File: config.mk
export PLATFORM = sky130hd
export DESIGN_NAME = uart_boot_loader
export DESIGN_NICKNAME = d
export VERILOG_FILES = /design/src/rtl/uart_boot_loader.sv
export SDC_FILE = /design/constraint.sdc
export NUM_CORES = 1
export LEC_CHECK = 0
export ABC_AREA = 1
export CAP_MARGIN = 15
export CORE_AREA = 3 3 114 116
export DETAILED_ROUTE_END_ITERATION = 8
export DIE_AREA = 0 0 117 119
export DONT_BUFFER_PORTS = 1
export PLACE_DENSITY_LB_ADDON = 0.25
export RECOVER_POWER = 25
export SYNTH_ARGS = -nofsm -noshare
export SYNTH_HDL_FRONTEND = slang
export SYNTH_SLANG_ARGS = --single-unit
export TNS_END_PERCENT = 1
File: constraint.sdc
create_clock -name clk -period 1.9 [get_ports clk]
set_clock_uncertainty 0.2 [all_clocks]
set_input_delay 0.475 -clock clk [delete_from_list [all_inputs] [get_ports clk]]
set_output_delay 0.475 -clock clk [all_outputs]
set_load 0.005 [all_outputs]
File: src/rtl/uart_boot_loader.sv
// ---------------------------------------------------------------------------
// uart_boot_loader
//
// Receives a program image over an 8N1 UART link and writes it word by word
// into instruction memory. The core is held in reset until the whole image
// has been written, so it starts fetching at word 0 of a fully loaded memory.
//
// Frame on the wire:
//   SYNC_BYTE, LEN_L, LEN_H, (LEN+1) words of 4 bytes little-endian, [CHK]
//
// Build option:
//   BOOT_CHECKSUM_EN  when defined, a trailing byte must equal the XOR of
//                     LEN_L, LEN_H and every data byte; otherwise the load
//                     is rejected. When undefined there is no CHK byte.
//
// Parameters:
//   CLK_FREQ   clock frequency in Hz
//   BAUD       UART bit rate (CLK_FREQ/BAUD must be >= 8)
//   ADDR_W     instruction-memory word-address width (<= 16)
//   SYNC_BYTE  byte that opens a load frame
//
// Ports:
//   clk         system clock
//   rst_n       asynchronous active-low reset
//   uart_rx     serial input, idle high, asynchronous to clk
//   imem_we     one-cycle write strobe to instruction memory
//   imem_addr   word address of the current write (held between writes)
//   imem_wdata  instruction word (held between writes)
//   core_rst_n  active-low reset to the core, released after DONE
//   busy        a frame is being received (LEN/DATA/CHK)
//   done        image loaded (sticky until rst_n)
//   err         load rejected (sticky until rst_n)
// ---------------------------------------------------------------------------
module uart_boot_loader #(
    parameter int unsigned CLK_FREQ  = 100_000_000,
    parameter int unsigned BAUD      = 115200,
    parameter int unsigned ADDR_W    = 8,
    parameter logic [7:0]  SYNC_BYTE = 8'hA5
) (
    input  logic              clk,
    input  logic              rst_n,
    input  logic              uart_rx,
    output logic              imem_we,
    output logic [ADDR_W-1:0] imem_addr,
    output logic [31:0]       imem_wdata,
    output logic              core_rst_n,
    output logic              busy,
    output logic              done,
    output logic              err
);

    localparam int unsigned      DIV       = CLK_FREQ / BAUD;
    localparam int unsigned      CNT_W     = $clog2(DIV);
    localparam logic [CNT_W-1:0] DIV_LAST  = CNT_W'(DIV - 1);
    localparam logic [CNT_W-1:0] HALF_LAST = CNT_W'(DIV / 2 - 1);
    localparam int unsigned      CAPACITY  = 2 ** ADDR_W;

    // -----------------------------------------------------------------------
    // UART receiver
    // -----------------------------------------------------------------------
    typedef enum logic [1:0] {RX_IDLE, RX_START, RX_DATA, RX_STOP} rx_state_e;

    logic             rx_meta_q, rx_sync_q, rx_prev_q;
    rx_state_e        rx_state_q, rx_state_d;
    logic [CNT_W-1:0] rx_cnt_q, rx_cnt_d;
    logic [2:0]       rx_bit_q, rx_bit_d;
    logic [7:0]       rx_shift_q, rx_shift_d;
    logic             byte_valid;
    logic             frame_err;

    // The synchroniser and edge-detect stages reset to the idle-line level so
    // that leaving reset never looks like a start bit.
    // NOTE: sequential state uses non-blocking assignments only, so every flop
    // samples the pre-edge value of every other flop regardless of order.
    always_ff @(posedge clk or negedge rst_n) begin
        if (!rst_n) begin
            rx_meta_q  <= 1'b1;
            rx_sync_q  <= 1'b1;
            rx_prev_q  <= 1'b1;
            rx_state_q <= RX_IDLE;
            rx_cnt_q   <= '0;
            rx_bit_q   <= '0;
            rx_shift_q <= '0;
        end else begin
            rx_meta_q  <= uart_rx;
            rx_sync_q  <= rx_meta_q;
            rx_prev_q  <= rx_sync_q;
            rx_state_q <= rx_state_d;
            rx_cnt_q   <= rx_cnt_d;
            rx_bit_q   <= rx_bit_d;
            rx_shift_q <= rx_shift_d;
        end
    end

    // NOTE: every signal written here gets a default first, so no path can
    // leave it unassigned and infer a latch.
    always_comb begin
        rx_state_d = rx_state_q;
        rx_cnt_d   = rx_cnt_q + CNT_W'(1);
        rx_bit_d   = rx_bit_q;
        rx_shift_d = rx_shift_q;
        byte_valid = 1'b0;
        frame_err  = 1'b0;
        case (rx_state_q)
            RX_IDLE: begin
                rx_cnt_d = '0;
                if (rx_prev_q && !rx_sync_q) begin
                    rx_state_d = RX_START;
                end
            end
            RX_START: begin
                // Mid start bit: a high line means the falling edge was a glitch.
                if (rx_cnt_q == HALF_LAST) begin
                    rx_cnt_d   = '0;
                    rx_bit_d   = '0;
                    rx_state_d = rx_sync_q ? RX_IDLE : RX_DATA;
                end
            end
            RX_DATA: begin
                if (rx_cnt_q == DIV_LAST) begin
                    rx_cnt_d   = '0;
                    rx_shift_d = {rx_sync_q, rx_shift_q[7:1]};
                    rx_bit_d   = rx_bit_q + 3'd1;
                    if (rx_bit_q == 3'd7) begin
                        rx_state_d = RX_STOP;
                    end
                end
            end
            RX_STOP: begin
                if (rx_cnt_q == DIV_LAST) begin
                    rx_cnt_d   = '0;
                    byte_valid = rx_sync_q;
                    frame_err  = !rx_sync_q;
                    rx_state_d = RX_IDLE;
                end
            end
            default: rx_state_d = RX_IDLE;
        endcase
    end

    // -----------------------------------------------------------------------
    // Frame state machine, word assembler and address counter
    // -----------------------------------------------------------------------
`ifdef BOOT_CHECKSUM_EN
    typedef enum logic [2:0] {
        ST_IDLE, ST_LEN_L, ST_LEN_H, ST_DATA, ST_CHK, ST_DONE, ST_ERR
    } state_e;
`else
    typedef enum logic [2:0] {
        ST_IDLE, ST_LEN_L, ST_LEN_H, ST_DATA, ST_DONE, ST_ERR
    } state_e;
`endif

    state_e            state_q, state_d;
    logic [7:0]        len_lo_q, len_lo_d;
    logic [ADDR_W-1:0] len_q, len_d;
    logic [1:0]        byte_idx_q, byte_idx_d;
    logic [23:0]       asm_q, asm_d;
    logic [ADDR_W-1:0] word_cnt_q, word_cnt_d;
    logic              imem_we_q, imem_we_d;
    logic [ADDR_W-1:0] imem_addr_q, imem_addr_d;
    logic [31:0]       imem_wdata_q, imem_wdata_d;
    logic              core_rst_n_q, core_rst_n_d;
    logic [7:0]        chk_q, chk_d;
    logic [7:0]        rx_byte;
    logic [15:0]       len_full;

    assign rx_byte  = rx_shift_q;
    assign len_full = {rx_byte, len_lo_q};

    always_ff @(posedge clk or negedge rst_n) begin
        if (!rst_n) begin
            state_q      <= ST_IDLE;
            len_lo_q     <= '0;
            len_q        <= '0;
            byte_idx_q   <= '0;
            asm_q        <= '0;
            word_cnt_q   <= '0;
            imem_we_q    <= 1'b0;
            imem_addr_q  <= '0;
            imem_wdata_q <= '0;
            core_rst_n_q <= 1'b0;
            chk_q        <= '0;
        end else begin
            state_q      <= state_d;
            len_lo_q     <= len_lo_d;
            len_q        <= len_d;
            byte_idx_q   <= byte_idx_d;
            asm_q        <= asm_d;
            word_cnt_q   <= word_cnt_d;
            imem_we_q    <= imem_we_d;
            imem_addr_q  <= imem_addr_d;
            imem_wdata_q <= imem_wdata_d;
            core_rst_n_q <= core_rst_n_d;
            chk_q        <= chk_d;
        end
    end

    always_comb begin
        state_d      = state_q;
        len_lo_d     = len_lo_q;
        len_d        = len_q;
        byte_idx_d   = byte_idx_q;
        asm_d        = asm_q;
        word_cnt_d   = word_cnt_q;
        imem_we_d    = 1'b0;
        imem_addr_d  = imem_addr_q;
        imem_wdata_d = imem_wdata_q;
        chk_d        = chk_q;
        // Registered from the current state: rises the cycle after DONE entry.
        core_rst_n_d = (state_q == ST_DONE);

        case (state_q)
            ST_IDLE: begin
                if (byte_valid && rx_byte == SYNC_BYTE) begin
                    word_cnt_d = '0;
                    byte_idx_d = '0;
                    chk_d      = '0;
                    state_d    = ST_LEN_L;
                end
            end
            ST_LEN_L: begin
                if (frame_err) begin
                    state_d = ST_ERR;
                end else if (byte_valid) begin
                    len_lo_d = rx_byte;
                    chk_d    = chk_q ^ rx_byte;
                    state_d  = ST_LEN_H;
                end
            end
            ST_LEN_H: begin
                if (frame_err) begin
                    state_d = ST_ERR;
                end else if (byte_valid) begin
                    chk_d = chk_q ^ rx_byte;
                    // The last word index must fit in the address space.
                    if ({16'd0, len_full} >= CAPACITY) begin
                        state_d = ST_ERR;
                    end else begin
                        len_d   = len_full[ADDR_W-1:0];
                        state_d = ST_DATA;
                    end
                end
            end
            ST_DATA: begin
                if (frame_err) begin
                    state_d = ST_ERR;
                end else if (imem_we_q) begin
                    // Strobe cycle: either the image is complete or advance the address.
                    if (word_cnt_q == len_q) begin
`ifdef BOOT_CHECKSUM_EN
                        state_d = ST_CHK;
`else
                        state_d = ST_DONE;
`endif
                    end else begin
                        word_cnt_d = word_cnt_q + ADDR_W'(1);
                    end
                end else if (byte_valid) begin
                    chk_d      = chk_q ^ rx_byte;
                    byte_idx_d = byte_idx_q + 2'd1;
                    if (byte_idx_q == 2'd3) begin
                        imem_we_d    = 1'b1;
                        imem_addr_d  = word_cnt_q;
                        imem_wdata_d = {rx_byte, asm_q};
                    end else begin
                        // Bytes enter at the top so byte 0 ends up in bits [7:0].
                        asm_d = {rx_byte, asm_q[23:8]};
                    end
                end
            end
`ifdef BOOT_CHECKSUM_EN
            ST_CHK: begin
                if (frame_err) begin
                    state_d = ST_ERR;
                end else if (byte_valid) begin
                    state_d = (rx_byte == chk_q) ? ST_DONE : ST_ERR;
                end
            end
`endif
            ST_DONE: state_d = ST_DONE;
            ST_ERR:  state_d = ST_ERR;
            default: state_d = ST_ERR;
        endcase
    end

    always_comb begin
        busy = 1'b0;
        case (state_q)
            ST_LEN_L, ST_LEN_H, ST_DATA: busy = 1'b1;
`ifdef BOOT_CHECKSUM_EN
            ST_CHK: busy = 1'b1;
`endif
            default: busy = 1'b0;
        endcase
    end

    assign done       = (state_q == ST_DONE);
    assign err        = (state_q == ST_ERR);
    assign imem_we    = imem_we_q;
    assign imem_addr  = imem_addr_q;
    assign imem_wdata = imem_wdata_q;
    assign core_rst_n = core_rst_n_q;

endmodule
==> flow_metrics.tcl <==
set metrics [dict create \
    status "finished with violations" \
    violations "hold timing, setup timing" \
    critical-path-slowest-cell "dfrtp_1" \
    grt_use_met2_pct 26.7 \
    drive_gt1_share_pct 23.9 \
    port_buffers 0 \
    hold_ws_ps -452 \
    crit_family "simple AND/OR/NAND/NOR gates" \
    num_rows 40 \
    final_cell_area_sq_mm 0.00688 \
    clkLatencyLatePin_ps 420 \
    cpPeakStageDelay_ps 380 \
    yosysWarningCount 0 \
    cts_made_buffers 17 \
    crit_start "rx_cnt_q[1]$_DFF_PN0_" \
    antenna_found_initial 0 \
    grt_use_met1_pct 22.9 \
    rr_startpoint "rx_cnt_q[1]$_DFF_PN0_" \
    ant_nets 0 \
    vdd_drop_max_uv 652 \
    hpwl_mm 7.64 \
    drt_wl_total_mm 12.9 \
    min_path_type "primary input to asynchronous set/reset pin" \
    tns_ps -7630 \
    grt_pass1_wl_mm 19.0 \
    worst_pin_slew_ps 548 \
    grtUsageMet3_pct 5.54 \
    synth_edf_count 0 \
    gp_congestion 0.834 \
    hold_buffers 1 \
    cts_sinks 121 \
    fp.coreArea_sq_mm 0.0120 \
    rsz0062_at_grt "true" \
    drc 0 \
    critPathRequiredTime_ps 2010 \
    power-per-cell-area_mw_per_mm2 958 \
    worstPathBufferInverterCount 3 \
    fp.dieH_um 119 \
    synthArstFlopShare_pct 100 \
    fill_cells 1017 \
    place_area_sq_mm 0.00576 \
    cts-root-buf "clkbuf_16" \
    drtIter0Drc 336 \
    cpMostUsedCell "nand2_2" \
    synth.cell_area_sq_mm 0.00537 \
    worstReg2RegEnd "imem_wdata[10]$_DFFE_PN0P_" \
    overflow 0 \
    areaGrowthSynthToFinish_pct 28.0 \
    rrSetupSlack_ps -150 \
    cts_htree_levels 4 \
    critPathKind "flip-flop to flip-flop" \
    ys_seq_area_share_pct 56.4 \
    drt_pre_antenna_iters 5 \
    endpoint_kind "flip-flop" \
    path_depth 12 \
    synth_nets 633 \
    p_leak_nw 3.29 \
    die_w_um 117 \
    io_pins 48 \
    final-max-slew-violation-count 0 \
    layout.nets 686 \
    grt_usage_pct 17.3 \
    critPathLaunchType "flip-flop" \
    cts_max_path_buffers 2 \
    via_per_inst 5.22 \
    cp-endpoint "imem_wdata[10]$_DFFE_PN0P_" \
    cts_tree "done" \
    grt_pass1_vias 3985 \
    route.vias.total 4373 \
    fmax_mhz 489 \
    setup_viol 93 \
    r2r_cells 12 \
    period_share_pct 108 \
    maxCapViolCount 0 \
    busiest_layer "met2" \
    die_area_sq_mm 0.0139 \
    grt_start_max_net_pins 122 \
    critical_path.cell_chain "ha_2 > nand2_2 > inv_2 > nand2_2 > nor2_4 > nand2_4 > nor3_4 > buf_6 > nand2_8 > clkbuf_16 > nand2_1 > o21ai_1" \
    start_util_pct 44.7 \
    path_clk_slew_ps 60 \
    ys_seq_elements 121 \
    timing.final.ws_setup_ps -146 \
    fin_crit_ps 2050 \
    finalHoldViolCount 121 \
    arrival_ps 2150 \
    ys.flop_type "dfrtp_1" \
    critical_path_peak_fanout 13 \
    finalPower_mw 6.59 \
    synth.distinct_cells 35 \
    num_antenna_cells 0 \
    synthCells 624 \
    wire_per_inst_um 15.4 \
    syn_area_per_cell_sq_um 8.61 \
    slew-limit-headroom_pct 63.3 \
]
==> kinds of logic after synthesis <==
| family | share of synthesized area [%] |
|---|---|
| AO/OA/AOI/OAI | 9.62 |
| adder cells (fa/ha/maj) | 1.40 |
| buffers and inverters | 7.38 |
| XOR/XNOR | 1.63 |
| AND/OR/NAND/NOR | 23.4 |
| multiplexers | 0.186 |
| flip-flops | 56.4 |
==> report_power, final <==
part | total (mW) | leakage (nW) | switching [mW] | internal (mW)
Sequential | 2.68 | 1.67 | 0.0375 | 2.64
Clock | 3.37 | 0.303 | 1.24 | 2.13
Combinational | 0.545 | 1.32 | 0.315 | 0.230
Total | 6.59 | 3.29 | 1.60 | 5.00
==> how the worst min path moves through the flow <==
stage	startpoint	endpoint	slack [ps]	depth (start not counted)
final	rst_n	imem_wdata[26]$_DFFE_PN0P_	-450	0
after global routing	rst_n	imem_wdata[26]$_DFFE_PN0P_	-470	0
after CTS	rst_n	imem_wdata[26]$_DFFE_PN0P_	-470	0
after detailed placement	rst_n	imem_wdata[26]$_DFFE_PN0P_	-20	0
after global placement	rst_n	imem_wdata[27]$_DFFE_PN0P_	-10	0
after floorplan	rst_n	asynchronous set/reset pin	-20	0
==> worst register-to-register path, cell delays in order (launching register included) <==
cell,delay (ps)
dfrtp_1,380
ha_2,200
nand2_2,60
inv_2,50
nand2_2,60
nor2_4,160
nand2_4,90
nor3_4,170
buf_6,150
nand2_8,80
clkbuf_16,190
nand2_1,70
o21ai_1,70
==> registers in the layout (all words and copies together) (netlist names), named ones only <==
| signal | count |
|---|---|
| rx_bit_q | 3 |
| len_lo_q | 8 |
| imem_addr | 8 |
| state_q | 3 |
| len_q | 8 |
| asm_q | 24 |
| rx_prev_q | 1 |
| rx_state_q | 1 |
| word_cnt_q | 8 |
| byte_idx_q | 2 |
| core_rst_n | 1 |
| rx_meta_q | 1 |
| rx_sync_q | 1 |
| rx_cnt_q | 10 |
| imem_we | 1 |
| rx_byte | 8 |
| imem_wdata | 32 |
==> layout by cell type, fill, tap and decap left out, types with 6 or more instances in the layout <==
| cell | instances |
|---|---|
| a21oi_1 | 11 |
| buf_4 | 31 |
| buf_6 | 10 |
| clkbuf_16 | 22 |
| dfrtp_1 | 117 |
| inv_1 | 67 |
| inv_6 | 7 |
| nand2_1 | 148 |
| nand2_2 | 33 |
| nand3_1 | 32 |
| nand4_1 | 7 |
| nor2_1 | 41 |
| nor2_2 | 10 |
| o21ai_0 | 17 |
| o21ai_1 | 56 |
| o21ai_2 | 12 |
| xor2_1 | 6 |
==> area by class of cell <==
type	instances	area, sq um	area share (%)
inverters	72	278	4.04
well taps	147	184	2.67
flip-flops and latches	121	3030	44.1
clock inverters	14	181	2.64
repair buffers	52	576	8.37
clock buffers	18	439	6.38
multi-input cells	413	2190	31.8
==> synthesized netlist by cell type (all sizes together) (8+ instances only) <==
cell type | n | area (sq um)
nand3 | 35 | 180
o21ai | 85 | 440
nor2 | 52 | 208
buf | 13 | 103
inv | 71 | 267
nand4 | 9 | 77.6
dfrtp | 118 | 2950
nor3 | 8 | 45.0
a21oi | 11 | 55.1
nand2 | 187 | 712
==> per-layer routing <==
metal / share of wire [%] / routed length, um
met5: 0 / 0
met4: 1.5 / 197
met3: 4.7 / 611
met2: 50 / 6390
met1: 44 / 5700
==> repair_timing <==
action                                  CTS  global route
buffers inserted                          0             4
pin swaps                                 1             9
endpoints found under the hold margin   122           121
resized for setup                        10            97
endpoints found under the setup margin   98           111
gates cloned                              0            10
==> per-stage QoR <==
step	instances	utilization, %	worst slack [ps]
6_report	837	57.3	-146
5_1_grt	837	57.3	-251
4_1_cts	823	53.3	-130
3_5_place_dp	790	47.9	-202
3_3_place_gp	790	47.9	-142
2_1_floorplan	624	-	41.4
Note: power is estimated with default switching activity, not from simulation.
